<file path="config.mk">
export PLATFORM = sky130hd
export DESIGN_NAME = tx_serialiser
export DESIGN_NICKNAME = d
export VERILOG_FILES = /design/src/rtl/tx_serialiser.sv
export SDC_FILE = /design/constraint.sdc
export NUM_CORES = 1
export LEC_CHECK = 0
export BUFFER_PORTS_ARGS = -buffer_cell sky130_fd_sc_hd__clkbuf_2
export CAP_MARGIN = 20
export CORE_UTILIZATION = 59
export CTS_CLUSTER_DIAMETER = 60
export DETAILED_ROUTE_END_ITERATION = 7
export PLACE_DENSITY_LB_ADDON = 0.15
export SLEW_MARGIN = 20
export SYNTH_ARGS = -nofsm -noshare
export SYNTH_HDL_FRONTEND = slang
export SYNTH_SLANG_ARGS = --single-unit
</file>
<file path="constraint.sdc">
create_clock -name clk -period 3.1 [get_ports clk]
set_clock_uncertainty 0.1 [all_clocks]
set_input_delay 0.31 -clock clk [delete_from_list [all_inputs] [get_ports clk]]
set_output_delay 0.31 -clock clk [all_outputs]
set_load 0.01 [all_outputs]
</file>
<file path="src/rtl/tx_serialiser.sv">
// Byte-to-bit serialiser for the Tx path: takes bytes from the frame source and emits them
// LSB first to the bit encoder, with an optional odd parity bit after each full byte.
module tx_serialiser #(
  parameter bit PARITY_EN = 1'b1
) (
  input  logic       clk,
  input  logic       rst_n,
  input  logic [7:0] in_data,
  input  logic       in_data_valid,
  input  logic [2:0] in_data_bits,
  output logic       in_req,
  output logic       out_data,
  output logic       out_data_valid,
  input  logic       out_req
);

  localparam logic [1:0] StIdle   = 2'd0;
  localparam logic [1:0] StData   = 2'd1;
  localparam logic [1:0] StParity = 2'd2;

  logic [1:0] state_q, state_d;
  logic [7:0] shift_q, shift_d;
  logic [3:0] cnt_q, cnt_d;
  logic       full_q, full_d;
  logic       par_q, par_d;
  logic       out_data_q, out_data_d;
  logic       out_valid_q, out_valid_d;
  logic       in_req_q, in_req_d;

  logic       load;
  logic       end_of_byte;
  logic [3:0] load_cnt;

  // in_data_bits == 0 encodes a full 8-bit byte
  assign load_cnt = (in_data_bits == 3'd0) ? 4'd8 : {1'b0, in_data_bits};

  always_comb begin
    state_d     = state_q;
    shift_d     = shift_q;
    cnt_d       = cnt_q;
    full_d      = full_q;
    par_d       = par_q;
    out_data_d  = out_data_q;
    out_valid_d = out_valid_q;
    in_req_d    = 1'b0;
    load        = 1'b0;
    end_of_byte = 1'b0;

    unique case (state_q)
      StIdle: begin
        if (in_data_valid) begin
          load = 1'b1;
        end
      end
      StData: begin
        if (out_req) begin
          if (cnt_q > 4'd1) begin
            shift_d    = {1'b0, shift_q[7:1]};
            cnt_d      = cnt_q - 4'd1;
            par_d      = par_q ^ shift_q[0];
            out_data_d = shift_q[1];
          end else if (full_q && PARITY_EN) begin
            // par_q holds the XOR of the first seven bits; fold in the last one
            state_d    = StParity;
            cnt_d      = 4'd0;
            par_d      = par_q ^ shift_q[0];
            out_data_d = ~(par_q ^ shift_q[0]);
          end else begin
            end_of_byte = 1'b1;
          end
        end
      end
      StParity: begin
        if (out_req) begin
          end_of_byte = 1'b1;
        end
      end
      default: begin
        state_d     = StIdle;
        out_data_d  = 1'b0;
        out_valid_d = 1'b0;
      end
    endcase

    if (end_of_byte) begin
      if (in_data_valid) begin
        load = 1'b1;
      end else begin
        state_d     = StIdle;
        shift_d     = 8'd0;
        cnt_d       = 4'd0;
        full_d      = 1'b0;
        par_d       = 1'b0;
        out_data_d  = 1'b0;
        out_valid_d = 1'b0;
      end
    end

    if (load) begin
      state_d     = StData;
      shift_d     = in_data;
      cnt_d       = load_cnt;
      full_d      = (in_data_bits == 3'd0);
      par_d       = 1'b0;
      out_data_d  = in_data[0];
      out_valid_d = 1'b1;
      in_req_d    = 1'b1;
    end
  end

  always_ff @(posedge clk or negedge rst_n) begin
    if (!rst_n) begin
      state_q     <= StIdle;
      shift_q     <= 8'd0;
      cnt_q       <= 4'd0;
      full_q      <= 1'b0;
      par_q       <= 1'b0;
      out_data_q  <= 1'b0;
      out_valid_q <= 1'b0;
      in_req_q    <= 1'b0;
    end else begin
      state_q     <= state_d;
      shift_q     <= shift_d;
      cnt_q       <= cnt_d;
      full_q      <= full_d;
      par_q       <= par_d;
      out_data_q  <= out_data_d;
      out_valid_q <= out_valid_d;
      in_req_q    <= in_req_d;
    end
  end

  assign in_req         = in_req_q;
  assign out_data       = out_data_q;
  assign out_data_valid = out_valid_q;

`ifndef SYNTHESIS
  a_in_req_single : assert property (@(posedge clk) disable iff (!rst_n)
    in_req_q |=> !in_req_q);

  // Bit interface: output only moves on the edge after out_req while a bit is pending
  a_out_stable : assert property (@(posedge clk) disable iff (!rst_n)
    (out_valid_q && !out_req) |=> ($stable(out_data_q) && $stable(out_valid_q)));

  a_idle_quiet : assert property (@(posedge clk) disable iff (!rst_n)
    (!out_valid_q && !in_data_valid) |=> (!out_valid_q && !out_data_q));

  a_idle_data_zero : assert property (@(posedge clk) disable iff (!rst_n)
    !out_valid_q |-> !out_data_q);
`endif

endmodule
</file>
==> impl_metrics.toml, run 1 <==
[synthesis]
synth_xor_area_share_pct = 1.464
syn-cell-area_um2 = 1196
yosys_most_used_dff = "dfrtp_1"
ys_types = 41
synth_area_leaders = "dfrtp_1, o2bb2ai_2, mux2i_1"
synth_compound_area_share_pct = 28.24
synth-edff-count = 0
synth_top_cell_area_share_pct = 39.75
yosysSeqAreaShare_pct = 39.75
avgSynthCellArea_um2 = 11.28
synth_nets = 127
synth_mux_area_share_pct = 7.531
syn_inst = 106
synth_top_area_cell = "dfrtp_1"
synth_top_family_by_area = "compound AO/OA/AOI/OAI gates"
ys_seq_elements = 19
async_flop_share_pct = 100.0
yosys.area_share.simple_pct = 10.04
yosys.area_share.adder_pct = 6.276
yosys_warnings = 0

[timing]
fmax_ghz = 0.4633
finalSetupViolCount = 0
fin_tns_setup_ns = 0
final_hold_viol_count = 0
period_needed_ns = 2.158
rsz0062_at_grt = "no"
slew_viol_final = 0
max-slew-margin-rel_pct = 60.53
worstMarginPinSlew_ns = 0.5920
fin_crit_sh_pct = 69.62
hold_ws_ns = 0.1125

[clock_tree]
root_buffer = "clkbuf_4"
cts_resized = 0
cts-hold-fix-buffers = 1
htreeDepth = 1
cts_made_buffers = 3
cts_tree = "yes"
clock_sinks = 19
insertion_delay_ns = 0.30
cts_setup_buffers = 0
cts_buffer_depth = 2
clk_pin_slew_ns = 0.11

[final_layout]
num_antenna_cells = 0
fin_nets = 146
seqCellArea_um2 = 475.5
fill_cells = 143
area_growth_pct = 8.787
drive_gt1_share_pct = 29.84
multi_input_area_um2 = 640.6

[power_and_ir_drop]
power_leakage_nw = 0.5784
totalPowerFinal_mw = 1.240
ir_drop_mv = 0.5672
power.density_nw_per_um2 = 953.0

[route]
drtIter0Drc = 11
wl_per_cell_um = 14.91
via_count = 891
via_per_inst = 5.980
dr.pass1.iters = 4
ant_nets = 0
drc = 0
routed_wl_um = 2221

[setup_path]
cp_max_fo = 16
crit_end = "out_data$_DFF_PN0_"
crit_start = "cnt_q[0]$_DFF_PN0_"
r2r.worst_path.cells = 6
r2r_setup_slack_ns = 0.94
critPathLaunchType = "register"
r2r_end = "out_data$_DFF_PN0_"
worst_setup_path_end_kind = "register"
required_ns = 3.20
rr_startpoint = "cnt_q[0]$_DFF_PN0_"
path_class = "reg -> reg"
cp.arrival_ns = 2.26

[floorplanning]
rows = 15
die_h_um = 47.03
core_area_um2 = 1821
fp.dieW_um = 47.03
die_area_um2 = 2211
initial_utilization_pct = 65.70
io_pins = 18

[job]
cap_violations = 0

[global_route]
grt_pass1_wl_um = 3705
track_usage_pct = 23.87
overflow = 0
grt_pass1_vias = 859
grt_max_degree = 20
antenna_found_initial = 0

[worst_hold_path]
hold_depth = 2
min_path_type = "in -> reg"

[placed_design]
port_buffers = 17
place_congestion = 0.8649
hpwl_um = 1682

[outcome]
status = "completed"
==> cells by family after synthesis <==
kind of cell,after synthesis
AND/OR/NAND/NOR,23
adder cells (fa/ha/maj),6
multiplexers,9
buffers and inverters,12
AO/OA/AOI/OAI,35
flip-flops,19
XOR/XNOR,2
==> worst min-delay path by stage <==
stage                from              endpoint  slack [ns]
2_1_floorplan       rst_n    cnt_q[0]$_DFF_PN0_       -0.09
3_3_place_gp        rst_n  state_q[1]$_DFF_PN0_        0.18
3_5_place_dp        rst_n  state_q[1]$_DFF_PN0_        0.18
4_1_cts        in_data[7]  shift_q[7]$_DFF_PN0_        0.11
5_1_grt        in_data[6]  shift_q[6]$_DFF_PN0_        0.11
6_report       in_data[7]  shift_q[7]$_DFF_PN0_        0.11
==> final cells by class <==
class,instances,share of cell area [%]
repair buffers,18,7.308
multi-input cells,75,49.23
clock inverters,1,0.3846
clock buffers,3,1.731
well taps,25,2.404
inverters,8,2.404
flip-flops and latches,19,36.54
==> layout by cell type, fill, tap and decap left out, types with 2 or more instances in the layout <==
| cell type | n |
|---|---|
| ha_1 | 6 |
| clkbuf_4 | 3 |
| o2bb2ai_2 | 7 |
| clkinv_2 | 2 |
| nand2_1 | 4 |
| clkbuf_2 | 17 |
| o31ai_1 | 2 |
| a21oi_2 | 2 |
| a21o_1 | 2 |
| o21ai_0 | 2 |
| o2bb2ai_1 | 4 |
| inv_1 | 7 |
| a21oi_1 | 4 |
| nor4_1 | 2 |
| nor2_1 | 7 |
| mux2i_1 | 9 |
| dfrtp_1 | 19 |
==> registers in the layout, indices dropped and copies added (netlist names) <==
register / cells
shift_q: 8
in_req: 1
out_data_valid: 1
par_q: 1
full_q: 1
out_data: 1
state_q: 2
cnt_q: 4
==> synthesized netlist by cell type, drive strengths merged, types with 2 or more instances <==
cell and count:
o21ai 2, a21oi 6, mux2i 9, nand2 5, o2bb2ai 11, nor4 2, inv 7, o31ai 3
or2 2, a21o 2, buf 4, dfrtp 19, ha 6, nor2 7
==> where the power goes <==
| part | internal (mW) | leakage [nW] | switching [mW] |
|---|---|---|---|
| sequential | 0.355 | 0.238 | 0.0836 |
| combinational | 0.290 | 0.323 | 0.388 |
| clock | 0.0480 | 0.0177 | 0.0757 |
==> critical path, cell delays in order, from the launching register on <==
cell	delay [ns]
dfrtp_1	0.42
inv_1	0.06
ha_1	0.23
or2_4	0.28
a41o_1	0.26
a32o_2	0.42
o32ai_2	0.30
==> layer usage <==
metal	routed length [um]	share of wire, %	track usage, %
met3	59	2.7	2.308
met4	0	0	6.857
met1	1041	47	32.92
met5	0	0	0
met2	1121	50	40.28
==> per-stage QoR <==
step / cell area [um^2] / setup slack (ns) / utilization, % / std cells
after floorplan: 1196 / 1.219 / - / 106
after global placement: 1264 / 1.013 / 69.42 / 144
after detailed placement: 1264 / 0.9645 / 69.42 / 144
after CTS: 1301 / 0.9536 / 71.48 / 149
after global routing: 1301 / 0.8511 / 71.48 / 149
final: 1301 / 0.9418 / 71.48 / 149
Note: power is estimated with default switching activity, not from simulation.
==> run 2, diff against run 1 <==
--- a/config.mk
+++ b/config.mk
@@ -7,7 +7,7 @@
 export LEC_CHECK = 0
 export BUFFER_PORTS_ARGS = -buffer_cell sky130_fd_sc_hd__clkbuf_2
 export CAP_MARGIN = 20
-export CORE_UTILIZATION = 59
+export CORE_UTILIZATION = 55
 export CTS_CLUSTER_DIAMETER = 60
 export DETAILED_ROUTE_END_ITERATION = 7
 export PLACE_DENSITY_LB_ADDON = 0.15
==> constraint.sdc (replaced) <==
create_clock -name clk -period 2.2 [get_ports clk]
set_clock_uncertainty 0.1 [all_clocks]
set_input_delay 0.22 -clock clk [delete_from_list [all_inputs] [get_ports clk]]
set_output_delay 0.22 -clock clk [all_outputs]
set_load 0.01 [all_outputs]
==> run 2 against run 1 <==
Hold slack lost 0.089 ns; routed wire length grew 2.6%; power grew 46%; register-to-register slack lost 0.86 ns; via count grew 1.7%; global-route usage shrank 2.1 points; cell area grew 2.6%; cell count grew 3.4%; first-iteration DRC count grew 64%; combinational power grew 50%; clock power grew 37%; sequential cell count is the same; largest power group unchanged.
==> impl_metrics.toml, run 2 (synthesis gave the netlist of run 1 again) <==
[floorplanning]
die_area_um2 = 2365
rows = 16
fp.dieW_um = 48.64
core_area_um2 = 2002
io_pins = 18
die_h_um = 48.64
initial_utilization_pct = 59.75

[clock_tree]
insertion_delay_ns = 0.29
root_buffer = "clkbuf_4"
clock_sinks = 19
clk_pin_slew_ns = 0.10
cts_setup_buffers = 0
htreeDepth = 1
cts_buffer_depth = 2
cts_tree = "yes"
cts_made_buffers = 3

[power_and_ir_drop]
pwr-share-seq_pct = 34.2
totalPowerFinal_mw = 1.806
p_sw_uw = 782.6
power_leakage_nw = 0.5888
clkPwrFrac_pct = 9.4
power.internal_mw = 1.023
comb_power_share_pct = 56.3
switching_share_pct = 43.34
ir_drop_mv = 0.9070
power.density_nw_per_um2 = 1353

[timing]
slew_viol_final = 0
max-slew-margin-rel_pct = 69.47
period_needed_ns = 2.118
worstMarginPinSlew_ns = 0.4580
setup_slack_ns = 0.08229
fin_tns_setup_ns = 0
fin_crit_sh_pct = 96.26
fmax_ghz = 0.4722
final_hold_viol_count = 0
finalSetupViolCount = 0

[global_route]
antenna_found_initial = 0
grt_pass1_wl_um = 3974
grt_pass1_vias = 898
track_usage_pct = 21.81
overflow = 0
grt_max_degree = 20

[final_layout]
layout_commonest_cell = "dfrtp_1"
final_cell_mix = "dfrtp_1, clkbuf_2, mux2i_1"
drive_gt1_share_pct = 30.71
biggestRegsByFlops = "shift_q x8, cnt_q x4, state_q x2"
regMostFlops = "shift_q"
area_growth_pct = 11.61
fin_nets = 149
final_cells = 154
num_antenna_cells = 0
final_area_um2 = 1335
largest_reg_flops = 8

[worst_hold_path]
hold_depth = 2
hold-path-endpoint = "shift_q[5]$_DFF_PN0_"
min_path_type = "in -> reg"
min_from = "in_data[5]"

[setup_path]
r2r_end = "out_data$_DFF_PN0_"
worst_setup_path_end_kind = "register"
required_ns = 2.30
crit_start = "cnt_q[0]$_DFF_PN0_"
cp_max_fo = 16
critPathLaunchType = "register"
r2r.worst_path.cells = 6
path_class = "reg -> reg"
cp.arrival_ns = 2.22
r2r_setup_slack_ns = 0.08
rr_startpoint = "cnt_q[0]$_DFF_PN0_"

[route]
dr.pass1.iters = 4
routed_wl_um = 2279
via_count = 906
ant_nets = 0
wl_per_cell_um = 14.80
drtIter0Drc = 18
via_per_inst = 5.883
drc = 0

[placed_design]
postPlaceCellArea_um2 = 1289
place_congestion = 0.9431
hpwl_um = 1760
port_buffers = 17
dp_cells = 149
pre_cts_ws_ns = 0.1035

[outcome]
status = "completed"

[job]
cap_violations = 0
[run 2: cell types whose count changed in the layout (fill, tap and decap cells not counted), sizes merged]
cell | previous run | this run
buf | 0 | 3
clkinv | 2 | 1
clkbuf | 20 | 21
[run 2: what timing repair did]
action	4_1_cts	5_1_grt
setup endpoints to repair	0	1
hold buffers	1	0
hold endpoints to repair	19	0
gates resized for setup	0	1
[run 2: cell type report]
type	count	area, um^2
repair buffers	21	117.6
multi-input cells	75	650.6
flip-flops and latches	19	475.5
inverters	8	31.28
clock buffers	4	26.28
fillers	166	666.9
well taps	27	33.78
[run 2: worst max-delay path by stage]
stage,end,slack [ns],cells past startpoint
global placement,out_data$_DFF_PN0_,0.17,6
detailed placement,out_data$_DFF_PN0_,0.10,6
global route,out_data$_DFF_PN0_,-0.004,6
floorplan,shift_q[1]$_DFF_PN0_,0.32,7
finish,out_data$_DFF_PN0_,0.08,6
CTS,out_data$_DFF_PN0_,0.07,6
[run 2: per-stage QoR]
stage               hold slack, ns  util [%]
floorplan                  -0.1756         -
global placement           0.08757     64.38
detailed placement         0.09032     64.38
CTS                        0.01685     66.19
global route               0.01332     66.69
finish                     0.02393     66.69
[run 2: metal layers]
metal | global-route usage (%) | part of all wire [%] | vias up | routed length, um
li1 | - | - | 444 | -
met1 | 27.01 | 44 | 435 | 1001
met2 | 37.96 | 52 | 25 | 1185
met3 | 4.403 | 3.5 | 2 | 80
met4 | 6.863 | 0.48 | 0 | 11
met5 | 0 | 0 | - | 0
[run 2: power by group through the flow]
stage / Combinational (mW) / Clock [mW] / Sequential [mW]
4_1_cts: 1.01 / 0.178 / 0.615
6_report: 1.02 / 0.170 / 0.618
3_5_place_dp: 0.998 / 0 / 0.621
5_1_grt: 1.12 / 0.197 / 0.640
2_1_floorplan: 0.810 / 0 / 0.605
3_3_place_gp: 0.972 / 0 / 0.613
[run 2: critical path, stage by stage (launching register included)]
cell     delay [ns]
dfrtp_1        0.42
inv_1          0.06
ha_1           0.22
or2_4          0.27
a41o_1         0.26
a32o_4         0.42
o32ai_2        0.27
